File: src/rtl/duplicate_pkg.sv
// Shared widths and helpers for the multi-copy replay FIFO.
package duplicate_pkg;

    // Default configuration, used for the reference entry layout below.
    localparam int unsigned DEF_DW      = 16;
    localparam int unsigned DEF_DEPTH   = 4;
    localparam int unsigned DEF_MAX_REP = 4;

    // Width of the per-entry repeat field (copies minus one).
    function automatic int unsigned rep_width(input int unsigned max_rep);
        return $clog2(max_rep);
    endfunction

    // Width of an occupancy counter that must also represent DEPTH itself.
    function automatic int unsigned cnt_width(input int unsigned depth);
        return $clog2(depth + 1);
    endfunction

    // Width of a stored entry: repeat field above the data word.
    function automatic int unsigned entry_width(input int unsigned dw, input int unsigned max_rep);
        return dw + rep_width(max_rep);
    endfunction

    // Saturate a requested repeat value to the largest legal one.
    function automatic int unsigned clamp_rep(input int unsigned rep, input int unsigned max_rep);
        return (rep > max_rep - 1) ? (max_rep - 1) : rep;
    endfunction

    localparam int unsigned DEF_RW    = rep_width(DEF_MAX_REP);
    localparam int unsigned DEF_CNT_W = cnt_width(DEF_DEPTH);

    // Entry layout for the default configuration; the generic top packs the
    // same {rep, data} order into a flat vector.
    typedef struct packed {
        logic [DEF_RW-1:0] rep;
        logic [DEF_DW-1:0] data;
    } entry_t;

endpackage

File: src/rtl/dup_fifo_mem.sv
// Entry storage: synchronous write, asynchronous read, deliberately not reset.
module dup_fifo_mem #(
    parameter int unsigned W     = 18,
    parameter int unsigned DEPTH = 4,
    parameter int unsigned AW    = $clog2(DEPTH)
) (
    input  logic          clk,
    input  logic          we,
    input  logic [AW-1:0] waddr,
    input  logic [W-1:0]  wdata,
    input  logic [AW-1:0] raddr,
    output logic [W-1:0]  rdata
);

    logic [W-1:0] mem [DEPTH];

    // Write port: one entry per accepted push.
    always_ff @(posedge clk) begin
        if (we) begin
            mem[waddr] <= wdata;
        end
    end

    assign rdata = mem[raddr];

endmodule

File: src/rtl/multi_duplicate_fifo.sv
// FIFO whose head word is replayed a per-entry number of times before advancing.
module multi_duplicate_fifo
    import duplicate_pkg::*;
#(
    parameter int unsigned DW      = 16,
    parameter int unsigned DEPTH   = 4,
    parameter int unsigned MAX_REP = 4,
    parameter int unsigned RW      = rep_width(MAX_REP)
) (
    input  logic                         clk,
    input  logic                         rst,
    input  logic                         push,
    input  logic [DW-1:0]                write_data,
    input  logic [RW-1:0]                write_rep,
    output logic                         full,
    input  logic                         pop,
    output logic [DW-1:0]                read_data,
    output logic                         read_last,
    output logic                         empty,
    output logic [cnt_width(DEPTH)-1:0]  count,
    input  logic                         clr_err,
    output logic                         overflow,
    output logic                         underflow
);

    localparam int unsigned CNT_W = cnt_width(DEPTH);
    localparam int unsigned PTR_W = $clog2(DEPTH);
    localparam int unsigned EW    = entry_width(DW, MAX_REP);

    logic [PTR_W-1:0] wr_ptr;
    logic [PTR_W-1:0] rd_ptr;
    logic [RW-1:0]    served;
    logic [EW-1:0]    wr_entry;
    logic [EW-1:0]    rd_entry;
    logic [RW-1:0]    head_rep;
    logic             pop_ok;
    logic             pop_final;
    logic             push_ok;

    // Advance a pointer with wrap at DEPTH-1 (DEPTH need not be a power of two).
    function automatic logic [PTR_W-1:0] next_ptr(input logic [PTR_W-1:0] p);
        return (p == PTR_W'(DEPTH - 1)) ? '0 : p + PTR_W'(1);
    endfunction

    dup_fifo_mem #(
        .W     (EW),
        .DEPTH (DEPTH)
    ) u_mem (
        .clk   (clk),
        .we    (push_ok),
        .waddr (wr_ptr),
        .wdata (wr_entry),
        .raddr (rd_ptr),
        .rdata (rd_entry)
    );

    assign wr_entry  = {RW'(clamp_rep(32'(write_rep), MAX_REP)), write_data};
    assign head_rep  = rd_entry[EW-1:DW];

    assign empty     = (count == '0);
    assign full      = (count == CNT_W'(DEPTH));
    assign read_data = empty ? '0 : rd_entry[DW-1:0];
    assign read_last = !empty && (served == head_rep);

    // A final pop frees the head slot, so a push may land there even when full.
    assign pop_ok    = pop && !empty;
    assign pop_final = pop_ok && read_last;
    assign push_ok   = push && (!full || pop_final);

    // Pointers, occupancy and replay progress.
    always_ff @(posedge clk or negedge rst) begin
        if (!rst) begin
            wr_ptr <= '0;
            rd_ptr <= '0;
            count  <= '0;
            served <= '0;
        end else begin
            if (push_ok) begin
                wr_ptr <= next_ptr(wr_ptr);
            end
            if (pop_final) begin
                rd_ptr <= next_ptr(rd_ptr);
                served <= '0;
            end else if (pop_ok) begin
                served <= served + RW'(1);
            end
            case ({push_ok, pop_final})
                2'b10:   count <= count + CNT_W'(1);
                2'b01:   count <= count - CNT_W'(1);
                default: count <= count;
            endcase
        end
    end

    // Sticky error flags; a new error in the clearing cycle keeps the flag set.
    always_ff @(posedge clk or negedge rst) begin
        if (!rst) begin
            overflow  <= 1'b0;
            underflow <= 1'b0;
        end else begin
            if (push && !push_ok) begin
                overflow <= 1'b1;
            end else if (clr_err) begin
                overflow <= 1'b0;
            end
            if (pop && empty) begin
                underflow <= 1'b1;
            end else if (clr_err) begin
                underflow <= 1'b0;
            end
        end
    end

endmodule

File: config.mk
export PLATFORM = sky130hd
export DESIGN_NAME = multi_duplicate_fifo
export DESIGN_NICKNAME = d
export VERILOG_FILES = /design/src/rtl/duplicate_pkg.sv /design/src/rtl/dup_fifo_mem.sv /design/src/rtl/multi_duplicate_fifo.sv
export SDC_FILE = /design/constraint.sdc
export NUM_CORES = 1
export LEC_CHECK = 0
export CAP_MARGIN = 20
export CORE_ASPECT_RATIO = 1.5
export CORE_MARGIN = 2
export CORE_UTILIZATION = 25
export DETAILED_ROUTE_END_ITERATION = 6
export SLEW_MARGIN = 20
export SYNTH_ARGS = -nofsm -noshare
export SYNTH_HDL_FRONTEND = slang
export SYNTH_SLANG_ARGS = --single-unit
export TNS_END_PERCENT = 50
File: constraint.sdc
create_clock -name clk -period 5.68 [get_ports clk]
set_input_delay 1.136 -clock clk [delete_from_list [all_inputs] [get_ports clk]]
set_output_delay 1.136 -clock clk [all_outputs]
set_load 0.1 [all_outputs]
==> results.md <==
* Vias in the first global route at 1,924
* Clock Sinks at 83
* Avg Inst Size Synth at 17.8 µm²
* Final worst path period need at 4.40 ns
* Post-synthesis sequential area ratio at 0.712
* GRT Total Usage at 0.0935
* CTS H-tree depth at 3
* Worst-skew pair later-pin latency at 0.33 ns
* Area grow syn2layout at 28.1%
* Post-DP HPWL at 4110 µm
* Setup TNS at 0 ns
* Final core utilization at 0.326
* First-pass GRT wire length at 10,200 µm
* Worst endpoint required time at 4.54 ns
* Initial DRC Count at 64
* Worst path cell trace: mux2i_1, xnor2_1, nor3_1, a21oi_1, nor2_1, clkdlybuf4s50_1
* Post-Place Worst Slack at 1.56 ns
* Crit path buf inv count at 1
* Max FO, Critical Path at 22
* Max Clock Skew at 0.00326 ns
* Average via count per standard cell at 4.34
* Max incr delay on CP at 1.13 ns
* # rows at 52
* Die area at 14,700 µm²
* Unrepaired setup endpoints after global routing: no
* Total core area at 13,500 µm²
* Final hold slack at 0.516 ns
* Final Max Tran Viols at 0
* RePlAce Congestion at 0.693
* Port Buf Inserts at 46
* Detail Route Antenna Nets at 0
* Wire length per cell at 15.6 µm
* Initial antenna violation count at 0
* Layout cells sized above 1 at 0.141
* IO Count at 47
* Reg2Reg Depth at 6
* Worst hold path type: register to register
* Vias at 1,785
* Min-Delay Path Depth at 2
* Crit path DAT at 3.26 ns
* Largest net degree at the start of global routing at 23
* Crit end category: output pin
* Initial core utilization at 0.254
* PnR worst setup slack at 1.28 ns
* Critical Path Source Type: register
* Status: complete, no violations
* Post-CTS sizing at 0
* CTS tree: built
* FMAX at 227 MHz
* Crit path kind: register to output pin
* Commonest non-fill, non-tap cell in the layout: edfxtp_1
* TritonCTS Buffers at 9
* Commonest non-fill, non-tap cells in the layout: 72 x edfxtp_1, 46 x clkdlybuf4s50_1, 17 x nor2b_1
* Total of max-cap violations at 0
* Yosys reg bits at 83
* Worst rel slew slack at 0.318
* Die height at 147 µm
* Chip width at 99.6 µm
* Cell Area, Synth at 3420 µm²
* Crit-path slowest cell: clkdlybuf4s50_1
* Crit-path leading delay family: buffers and inverters
* Drt drc at 0
* Maximum clock path buffer count at 2
* YS warnings at 0
* Clk slew on worst S/H paths at 0.06 ns
* Hold-fix buffers, CTS at 0
* Grt total ovfl at 0
* Post-layout nets at 273
* Setup Viol. Count Final at 0
* Mapped Nets at 221
* Drt pass-1 iters at 4
* Clk root buf: clkbuf_16
* Final period util at 0.774
* Post-CTS setup buffer count at 0
* Library cells used by synthesis at 32
* Cell count after synthesis at 192
* Number of cells on the critical path at 6
* Routed WL at 6410 µm
* N_diodes at 0
* Worst Max-Slew Pin Slew at 1.02 ns
* Final Hold Fails at 0
-- final cells by class --
cell class | instances | area, µm²
fill | 1289 | 9080
sequential | 83 | 2440
multi-input combinational | 93 | 913
timing repair buffer | 48 | 475
clock buffer | 9 | 225
tap | 162 | 203
clock inverter | 7 | 98.8
inverter | 9 | 33.8
-- stage by stage --
stage	area [µm²]	std cells
after floorplan	3420	192
after global placement	4060	395
after detailed placement	4060	395
after CTS	4390	411
after global routing	4390	411
final	4390	411
-- synth_stat cells --
cell type,number,share of area
buf_2,3,0.0044
mux4_1,3,0.023
nor2_1,8,0.0088
a21o_1,1,0.0022
o21a_1,1,0.0022
clkinv_1,1,0.0011
o32ai_1,1,0.0026
mux4_2,13,0.085
ha_1,5,0.018
nand4b_1,1,0.0026
nor4_1,1,0.0018
nand3_1,1,0.0015
nor2b_1,17,0.031
nand2_1,9,0.0099
fa_1,1,0.0058
or3_1,1,0.0018
a31oi_1,1,0.0018
a21oi_1,2,0.0029
nor3_1,2,0.0029
nand2b_1,1,0.0018
nor3b_1,1,0.0022
and2_1,4,0.0073
o22ai_1,1,0.0018
edfxtp_1,72,0.63
inv_1,8,0.0088
buf_6,2,0.0066
mux2_2,3,0.0099
o21ai_0,3,0.0044
clkbuf_1,2,0.0022
xnor2_1,5,0.013
mux2i_1,7,0.020
dfrtp_1,11,0.080
-- registers in the layout, indices dropped and copies added, names as in the netlist --
| signal | cells |
|---|---|
| u_mem.mem | 72 |
| rd_ptr | 2 |
| wr_ptr | 2 |
| underflow | 1 |
| count | 3 |
| served | 2 |
| overflow | 1 |
-- routing by layer --
layer  routed length, µm  up-vias  global-route usage
met2                3290       38               0.159
met1                2670      901               0.107
met5                   0        -                   0
met4                 110        0              0.0370
met3                 333       10              0.0324
li1                    -      836                   -
-- worst register-to-register path: stages, from the launching register on --
cell	delay, ns
dfrtp_1	1.02
mux2i_1	0.30
xnor2_1	0.11
nor4_1	0.26
a21o_1	0.35
o21a_1	0.25
and2_1	0.83
-- final timing paths --
kind                                    to      start  slack [ns]
setup / recovery                 read_last  rd_ptr[1]        1.28
hold / removal                    overflow   overflow        0.52
setup reg to reg           u_mem.mem[3][5]  rd_ptr[1]        2.16
hold reg to reg                   overflow   overflow        0.52
max in group asynchronous         count[1]        rst        4.18
min in group asynchronous        underflow        rst        1.15
-- cell families after synthesis --
| family | share of synthesized area |
|---|---|
| fa+ha+maj | 0.0241 |
| buf+inv | 0.0230 |
| simple gates | 0.0716 |
| compound gates | 0.0179 |
| flops | 0.712 |
| mux | 0.139 |
| xor+xnor | 0.0128 |
Power is not shown: default switching activity piles up to over one toggle a cycle in this logic, so the estimate is an artifact.
